--- src/rtl/seq_divider32_pkg.sv ---
// Shared widths, FSM encoding and a sign-fixup helper for the sequential 32-bit divider.
package seq_divider32_pkg;

  localparam int DATA_W = 32;
  localparam int ITER_N = 32;
  localparam int CNT_W  = 5;
  localparam logic [CNT_W-1:0] LAST_CNT = CNT_W'(ITER_N - 1);

  typedef enum logic [1:0] {
    ST_IDLE = 2'b00,
    ST_CALC = 2'b01,
    ST_FIX  = 2'b10
  } state_t;

  // Two's-complement negate when neg is set; 0x80000000 wraps onto itself.
  function automatic logic [DATA_W-1:0] cond_negate(input logic [DATA_W-1:0] v,
                                                     input logic              neg);
    if (neg) begin
      cond_negate = ~v + 32'd1;
    end else begin
      cond_negate = v;
    end
  endfunction

endpackage

--- src/rtl/seq_divider32_if.sv ---
// Request/result bundle between a divider client (master) and the divider (slave).
interface seq_divider32_if;
  import seq_divider32_pkg::*;

  logic              start;
  logic              sign;
  logic [DATA_W-1:0] dividend;
  logic [DATA_W-1:0] divisor;
  logic              busy;
  logic              done;
  logic [DATA_W-1:0] quotient;
  logic [DATA_W-1:0] remainder;
  logic              div_zero;

  modport master (
    output start, sign, dividend, divisor,
    input  busy, done, quotient, remainder, div_zero
  );

  modport slave (
    input  start, sign, dividend, divisor,
    output busy, done, quotient, remainder, div_zero
  );

endinterface

--- src/rtl/seq_divider32_div_step.sv ---
// One restoring-division step on magnitudes: shift {rem, quo} left and try to subtract.
module div_step
  import seq_divider32_pkg::*;
(
  input  logic [DATA_W-1:0] i_rem,
  input  logic [DATA_W-1:0] i_quo,
  input  logic [DATA_W-1:0] i_dvs,
  output logic [DATA_W-1:0] o_rem,
  output logic [DATA_W-1:0] o_quo
);

  logic [DATA_W:0] w_shift;
  logic [DATA_W:0] w_trial;

  // Bit DATA_W of the 33-bit trial is set exactly when the shifted remainder is below the divisor.
  always_comb begin
    w_shift = {i_rem, i_quo[DATA_W-1]};
    w_trial = w_shift - {1'b0, i_dvs};
    if (!w_trial[DATA_W]) begin
      o_rem = w_trial[DATA_W-1:0];
      o_quo = {i_quo[DATA_W-2:0], 1'b1};
    end else begin
      o_rem = w_shift[DATA_W-1:0];
      o_quo = {i_quo[DATA_W-2:0], 1'b0};
    end
  end

endmodule

--- src/rtl/seq_divider32.sv ---
// Sequential 32-bit signed/unsigned divider: capture, 32 restoring steps, then sign fix-up.
module seq_divider32
  import seq_divider32_pkg::*;
(
  input  logic           clk,
  input  logic           rst,
  seq_divider32_if.slave bus
);

  state_t            r_state;
  state_t            w_next_state;
  logic [CNT_W-1:0]  r_cnt;
  logic [DATA_W-1:0] r_rem;
  logic [DATA_W-1:0] r_quo;
  logic [DATA_W-1:0] r_dvs_mag;
  logic [DATA_W-1:0] r_dividend;
  logic              r_neg_q;
  logic              r_neg_r;
  logic              r_dz_pend;
  logic              r_busy;
  logic              r_done;
  logic              r_div_zero;
  logic [DATA_W-1:0] r_quotient;
  logic [DATA_W-1:0] r_remainder;
  logic              w_load;
  logic              w_step;
  logic              w_fix;
  logic [DATA_W-1:0] w_step_rem;
  logic [DATA_W-1:0] w_step_quo;
  logic [DATA_W-1:0] w_dvd_mag;
  logic [DATA_W-1:0] w_dvs_mag;

  assign w_dvd_mag = cond_negate(bus.dividend, bus.sign & bus.dividend[DATA_W-1]);
  assign w_dvs_mag = cond_negate(bus.divisor,  bus.sign & bus.divisor[DATA_W-1]);

  div_step u_div_step (
    .i_rem (r_rem),
    .i_quo (r_quo),
    .i_dvs (r_dvs_mag),
    .o_rem (w_step_rem),
    .o_quo (w_step_quo)
  );

  // State register
  always_ff @(posedge clk) begin
    if (rst) begin
      r_state <= ST_IDLE;
    end else begin
      r_state <= w_next_state;
    end
  end

  // Next-state logic
  always_comb begin
    w_next_state = r_state;
    case (r_state)
      ST_IDLE: begin
        if (bus.start) w_next_state = ST_CALC;
        else           w_next_state = ST_IDLE;
      end
      ST_CALC: begin
        if (r_cnt == LAST_CNT) w_next_state = ST_FIX;
        else                   w_next_state = ST_CALC;
      end
      ST_FIX:  w_next_state = ST_IDLE;
      default: w_next_state = ST_IDLE;
    endcase
  end

  // Per-state datapath strobes
  always_comb begin
    w_load = 1'b0;
    w_step = 1'b0;
    w_fix  = 1'b0;
    case (r_state)
      ST_IDLE: w_load = bus.start;
      ST_CALC: w_step = 1'b1;
      ST_FIX:  w_fix  = 1'b1;
      default: begin
        w_load = 1'b0;
        w_step = 1'b0;
        w_fix  = 1'b0;
      end
    endcase
  end

  // Operand capture, iteration registers and result registers
  always_ff @(posedge clk) begin
    if (rst) begin
      r_cnt       <= 5'd0;
      r_rem       <= 32'd0;
      r_quo       <= 32'd0;
      r_dvs_mag   <= 32'd0;
      r_dividend  <= 32'd0;
      r_neg_q     <= 1'b0;
      r_neg_r     <= 1'b0;
      r_dz_pend   <= 1'b0;
      r_busy      <= 1'b0;
      r_done      <= 1'b0;
      r_div_zero  <= 1'b0;
      r_quotient  <= 32'd0;
      r_remainder <= 32'd0;
    end else begin
      r_done <= w_fix;
      if (w_load) begin
        r_cnt      <= 5'd0;
        r_rem      <= 32'd0;
        r_quo      <= w_dvd_mag;
        r_dvs_mag  <= w_dvs_mag;
        r_dividend <= bus.dividend;
        r_neg_q    <= bus.sign & (bus.dividend[DATA_W-1] ^ bus.divisor[DATA_W-1]);
        r_neg_r    <= bus.sign & bus.dividend[DATA_W-1];
        r_dz_pend  <= (bus.divisor == 32'd0);
        r_busy     <= 1'b1;
      end else if (w_step) begin
        r_cnt <= r_cnt + 5'd1;
        r_rem <= w_step_rem;
        r_quo <= w_step_quo;
      end else if (w_fix) begin
        r_busy     <= 1'b0;
        r_div_zero <= r_dz_pend;
        // Divide-by-zero reports all-ones and the raw dividend regardless of signed mode.
        if (r_dz_pend) begin
          r_quotient  <= 32'hFFFF_FFFF;
          r_remainder <= r_dividend;
        end else begin
          r_quotient  <= cond_negate(r_quo, r_neg_q);
          r_remainder <= cond_negate(r_rem, r_neg_r);
        end
      end else begin
        r_busy <= r_busy;
      end
    end
  end

  assign bus.busy      = r_busy;
  assign bus.done      = r_done;
  assign bus.quotient  = r_quotient;
  assign bus.remainder = r_remainder;
  assign bus.div_zero  = r_div_zero;

endmodule

--- src/flat_wrapper.sv ---
// flat-port wrapper written by rule: the top's interface ports become plain ports
module seq_divider32_flat import seq_divider32_pkg::*;
  (clk, rst, bus_start, bus_sign, bus_dividend, bus_divisor, bus_busy, bus_done, bus_quotient, bus_remainder, bus_div_zero);
  seq_divider32_if bus_i ();
  input  logic clk;
  input  logic rst;
  input wire logic [$bits(bus_i.start)-1:0] bus_start;
  input wire logic [$bits(bus_i.sign)-1:0] bus_sign;
  input wire logic [$bits(bus_i.dividend)-1:0] bus_dividend;
  input wire logic [$bits(bus_i.divisor)-1:0] bus_divisor;
  output wire logic [$bits(bus_i.busy)-1:0] bus_busy;
  output wire logic [$bits(bus_i.done)-1:0] bus_done;
  output wire logic [$bits(bus_i.quotient)-1:0] bus_quotient;
  output wire logic [$bits(bus_i.remainder)-1:0] bus_remainder;
  output wire logic [$bits(bus_i.div_zero)-1:0] bus_div_zero;
  assign bus_i.start = bus_start;
  assign bus_i.sign = bus_sign;
  assign bus_i.dividend = bus_dividend;
  assign bus_i.divisor = bus_divisor;
  assign bus_busy = bus_i.busy;
  assign bus_done = bus_i.done;
  assign bus_quotient = bus_i.quotient;
  assign bus_remainder = bus_i.remainder;
  assign bus_div_zero = bus_i.div_zero;
  seq_divider32 u_core (.clk(clk), .rst(rst), .bus(bus_i));
endmodule
--- config.mk ---
export PLATFORM = sky130hd
export DESIGN_NAME = seq_divider32_flat
export DESIGN_NICKNAME = d
export VERILOG_FILES = /design/src/rtl/seq_divider32_pkg.sv /design/src/rtl/seq_divider32_if.sv /design/src/rtl/seq_divider32_div_step.sv /design/src/rtl/seq_divider32.sv /design/src/flat_wrapper.sv
export SDC_FILE = /design/constraint.sdc
export NUM_CORES = 1
export LEC_CHECK = 0
export BUFFER_PORTS_ARGS = -buffer_cell sky130_fd_sc_hd__clkbuf_2
export CAP_MARGIN = 25
export CORE_MARGIN = 2
export CORE_UTILIZATION = 56
export CTS_BUF_LIST = sky130_fd_sc_hd__clkbuf_2
export CTS_CLUSTER_SIZE = 14
export DETAILED_ROUTE_END_ITERATION = 8
export GPL_ROUTABILITY_DRIVEN = 0
export GPL_TIMING_DRIVEN = 0
export HOLD_SLACK_MARGIN = 0.08
export PLACE_DENSITY = 0.79
export SETUP_SLACK_MARGIN = 0.05
export SYNTH_ARGS = -nofsm -noshare
export SYNTH_HDL_FRONTEND = slang
export SYNTH_HIERARCHICAL = 1
export SYNTH_SLANG_ARGS = --single-unit
export TNS_END_PERCENT = 30
--- constraint.sdc ---
create_clock -name clk -period 3.3 [get_ports clk]
set_input_delay 0.66 -clock clk [delete_from_list [all_inputs] [get_ports clk]]
set_output_delay 0.66 -clock clk [all_outputs]
set_load 0.01 [all_outputs]
==> flow_metrics.tcl <==
set metrics [dict create \
    status "finished, final reports clean" \
    cts_buffers 54 \
    io_buffers 132 \
    avgSynthCellArea_um2 7.93 \
    syn_area_um2 12900 \
    dr.pass1.iters 7 \
    period_share_pct 98.9 \
    cap_violations 0 \
    vias 13600 \
    syn_inst 1625 \
    ir_drop_uv 285 \
    drt-initial-drc-count 1381 \
    syn_to_final_growth_pct 15.5 \
    worst_pin_slew_ns 0.919 \
    fin_nets 1950 \
    synthFlopType "dfxtp_1" \
    max_freq_mhz 306 \
    synth-edff-count 0 \
    synth_fp_nets 1732 \
    yosysWarnings 6 \
    start_kind "register" \
    initial_core_util_pct 56.9 \
    crit_top_cell "a211oi_2" \
    hold_violations 0 \
    r2r_slack_ns 0.04 \
    whs_ns 0.142 \
    setup_violations 0 \
    final_max_slew_viol_count 0 \
    die_w_um 156 \
    setup_ws_ns 0.0366 \
    endpoint_kind "register" \
    crit_fanout 6 \
    synth.ff_latch_count 205 \
    path_cells "ha_2 -> and3_2 -> and3_4 -> a221o_1 -> a21oi_2 -> a211oi_2 -> nor2_4 -> mux2i_4 -> and2_4 -> inv_12 -> buf_12 -> nor2b_1 -> a21oi_1 -> nor2_1 -> a211oi_2" \
    finClkSkew_ns 0.0885 \
    drc 0 \
    hpwlAfterDp_mm 32.1 \
    pre_cts_slack_ns -0.503 \
    leakagePower_nw 5.88 \
    clk_latency_ns 0.89 \
    rsz0062_at_grt "true" \
    cts_buffer_depth 3 \
    clkTransAtPathRegs_ns 0.11 \
    grt_pass1_wl_mm 65.9 \
    die_area_um2 24200 \
    worstSetupPathType "register to register" \
    crit_slowest_cell "dfxtp_2" \
    power_density_nw_per_um2 488 \
    overflow 0 \
    ys_types 88 \
    nFillCells 2020 \
    critPathMaxStageDelay_ns 0.46 \
    min_period_ns 3.26 \
    rows 55 \
    worstHoldPathType "primary input to register" \
    grt_pass1_vias 12600 \
    viasPerCell 6.29 \
    worstPathArrival_ns 4.01 \
    required_ns 4.05 \
    antenna_found_initial 1 \
    synth-seq-area-share_pct 31.8 \
    synth_async_sr_flop_share_pct 0 \
    slew_headroom_pct 38.2 \
    wirelength_mm 42.7 \
    fp.dieH_um 156 \
    drive_gt1_share_pct 20.6 \
    cts_tree "yes" \
    coreArea_um2 22600 \
    routedWlPerCell_um 19.8 \
    cts_max_level 2 \
    ios 135 \
    grt_use_total_pct 34.3 \
    root_buffer "clkbuf_2" \
    p_total_mw 7.27 \
    antenna_left 0 \
    grt_max_degree 17 \
    numClockSinks 205 \
]
metal layers:
layer / global-route usage, % / vias up / part of all wire [%]
met3: 8.61 / 145 / 11
met4: 17.7 / 0 / 5.3
li1: - / 6311 / -
met1: 43.9 / 6370 / 39
met2: 53.7 / 789 / 44
met5: 0 / - / 0
cells in the mapped netlist (5+ instances only):
cell       number  area share [%]
nand2_1       223             6.5
dfxtp_1       205              32
a21oi_1       142             5.5
nor2_1        103             3.0
xor2_1         85             5.8
clkbuf_1       82             2.4
o21ai_0        78             3.0
inv_1          52             1.5
xnor2_1        43             2.9
a211oi_1       40             2.3
ha_1           38             3.7
nor3_1         38             1.5
o31ai_1        37             2.2
buf_4          34             2.0
a22oi_1        31             1.8
o22ai_1        28             1.4
nand3_1        26             1.0
a31oi_1        23             1.1
nor4_1         22             1.1
and3_1         21             1.0
mux2_4         19             2.2
o41ai_1        18             1.2
nand4_1        17            0.82
a21o_1         16            0.93
or3_1          16            0.78
nand2b_1       14            0.68
or4_1          14            0.82
mux2i_1        13             1.0
nor2b_1        12            0.58
buf_1           9            0.26
o21a_1          9            0.52
nor3b_1         8            0.47
a221oi_1        6            0.41
a22o_1          6            0.41
mux2_2          6            0.52
o2111ai_1       5            0.34
path summary, 6_finish.rpt:
check / startpoint / end / cells past startpoint
max reg2reg: u_core/r_rem[16] / u_core/r_quo[0] / 15
max: u_core/r_rem[16] / u_core/r_quo[0] / 15
min reg2reg: u_core/r_dividend[25] / u_core/bus.remainder[25] / 2
min: bus_divisor[1] / u_core/r_dvs_mag[1] / 3
report_power, final:
part / internal, mW / leakage, nW / switching [mW] / total (mW)
Sequential: 2.59 / 1.68 / 0.163 / 2.76
Combinational: 1.25 / 3.84 / 1.46 / 2.71
Clock: 0.719 / 0.365 / 1.08 / 1.80
critical path, delay by kind of cell (launching register included):
kind | cells | cell delay (ns)
AND/OR/NAND/NOR | 6 | 1.21
AO/OA/AOI/OAI | 5 | 0.69
flip-flops | 1 | 0.46
adder cells (fa/ha/maj) | 1 | 0.35
multiplexers | 1 | 0.25
buffers and inverters | 2 | 0.20
final cells by class:
class	instances	area, um^2	share of cell area (%)
multi-input combinational	1232	8020	53.8
sequential	205	4140	27.8
timing repair buffer	163	976	6.55
buffer	134	717	4.81
clock buffer	79	395	2.65
tap	285	357	2.39
inverter	53	211	1.42
clock inverter	10	75.1	0.504
antenna	2	5.00	0.0336
layout by cell type, fill, tap and decap left out, types with 7 or more instances in the layout:
master / n
clkbuf_2: 211
nand2_1: 208
dfxtp_1: 190
a21oi_1: 125
nor2_1: 103
xor2_1: 85
clkbuf_1: 82
o21ai_0: 77
inv_1: 51
buf_4: 44
xnor2_1: 43
a211oi_1: 39
nor3_1: 38
o31ai_1: 36
a22oi_1: 31
ha_1: 31
o22ai_1: 28
nand3_1: 26
a31oi_1: 23
mux2_4: 23
nor4_1: 22
and3_1: 21
a21oi_2: 19
o41ai_1: 18
dlygate4sd3_1: 17
nand4_1: 17
or3_1: 16
a21o_1: 16
nand2_2: 15
or4_1: 14
nand2b_1: 14
mux2i_1: 13
nor2b_1: 12
buf_1: 9
o21a_1: 9
nor3b_1: 8
dfxtp_4: 8
dfxtp_2: 7
per-stage QoR:
stage / cell area, um^2 / util [%] / setup TNS [ns] / cells
6_report: 14900 / 65.8 / 0 / 2163
5_1_grt: 14900 / 65.8 / -0.302 / 2163
3_3_place_gp: 13900 / 61.5 / -9.57 / 2042
3_5_place_dp: 13900 / 61.5 / -11.57 / 2042
4_1_cts: 14700 / 65.0 / -0.00148 / 2159
2_1_floorplan: 12900 / - / 0 / 1625
sequential cells by signal, summed over array words and instances (netlist names):
register	flops
u_core/r_neg_q	1
u_core/r_state	2
u_core/r_rem	32
u_core/bus.div_zero	1
u_core/r_dvs_mag	32
u_core/r_dividend	32
u_core/bus.busy	1
u_core/r_quo	32
u_core/bus.quotient	32
u_core/r_cnt	5
u_core/bus.done	1
u_core/r_neg_r	1
u_core/r_dz_pend	1
u_core/bus.remainder	32
repair_timing:
item	in CTS	in global routing
gates resized for setup	17	58
endpoints found under the hold margin	17	0
gates cloned	2	0
endpoints found under the setup margin	33	31
buffers inserted	10	2
hold buffers	17	0
pin swaps	12	16
logic make-up (layout without fill, tap and decap cells):
logic type               count (synthesis)  after routing  share of synthesized area, %
buffers and inverters                  188            439                          7.32
other                                    0              2                             0
AO/OA/AOI/OAI                          474            474                          23.6
adder cells (fa/ha/maj)                 39             39                          3.84
AND/OR/NAND/NOR                        552            552                          20.8
flip-flops                             205            205                          31.8
multiplexers                            39             39                          3.92
XOR/XNOR                               128            128                          8.70
Note: power is estimated with default switching activity, not from simulation.
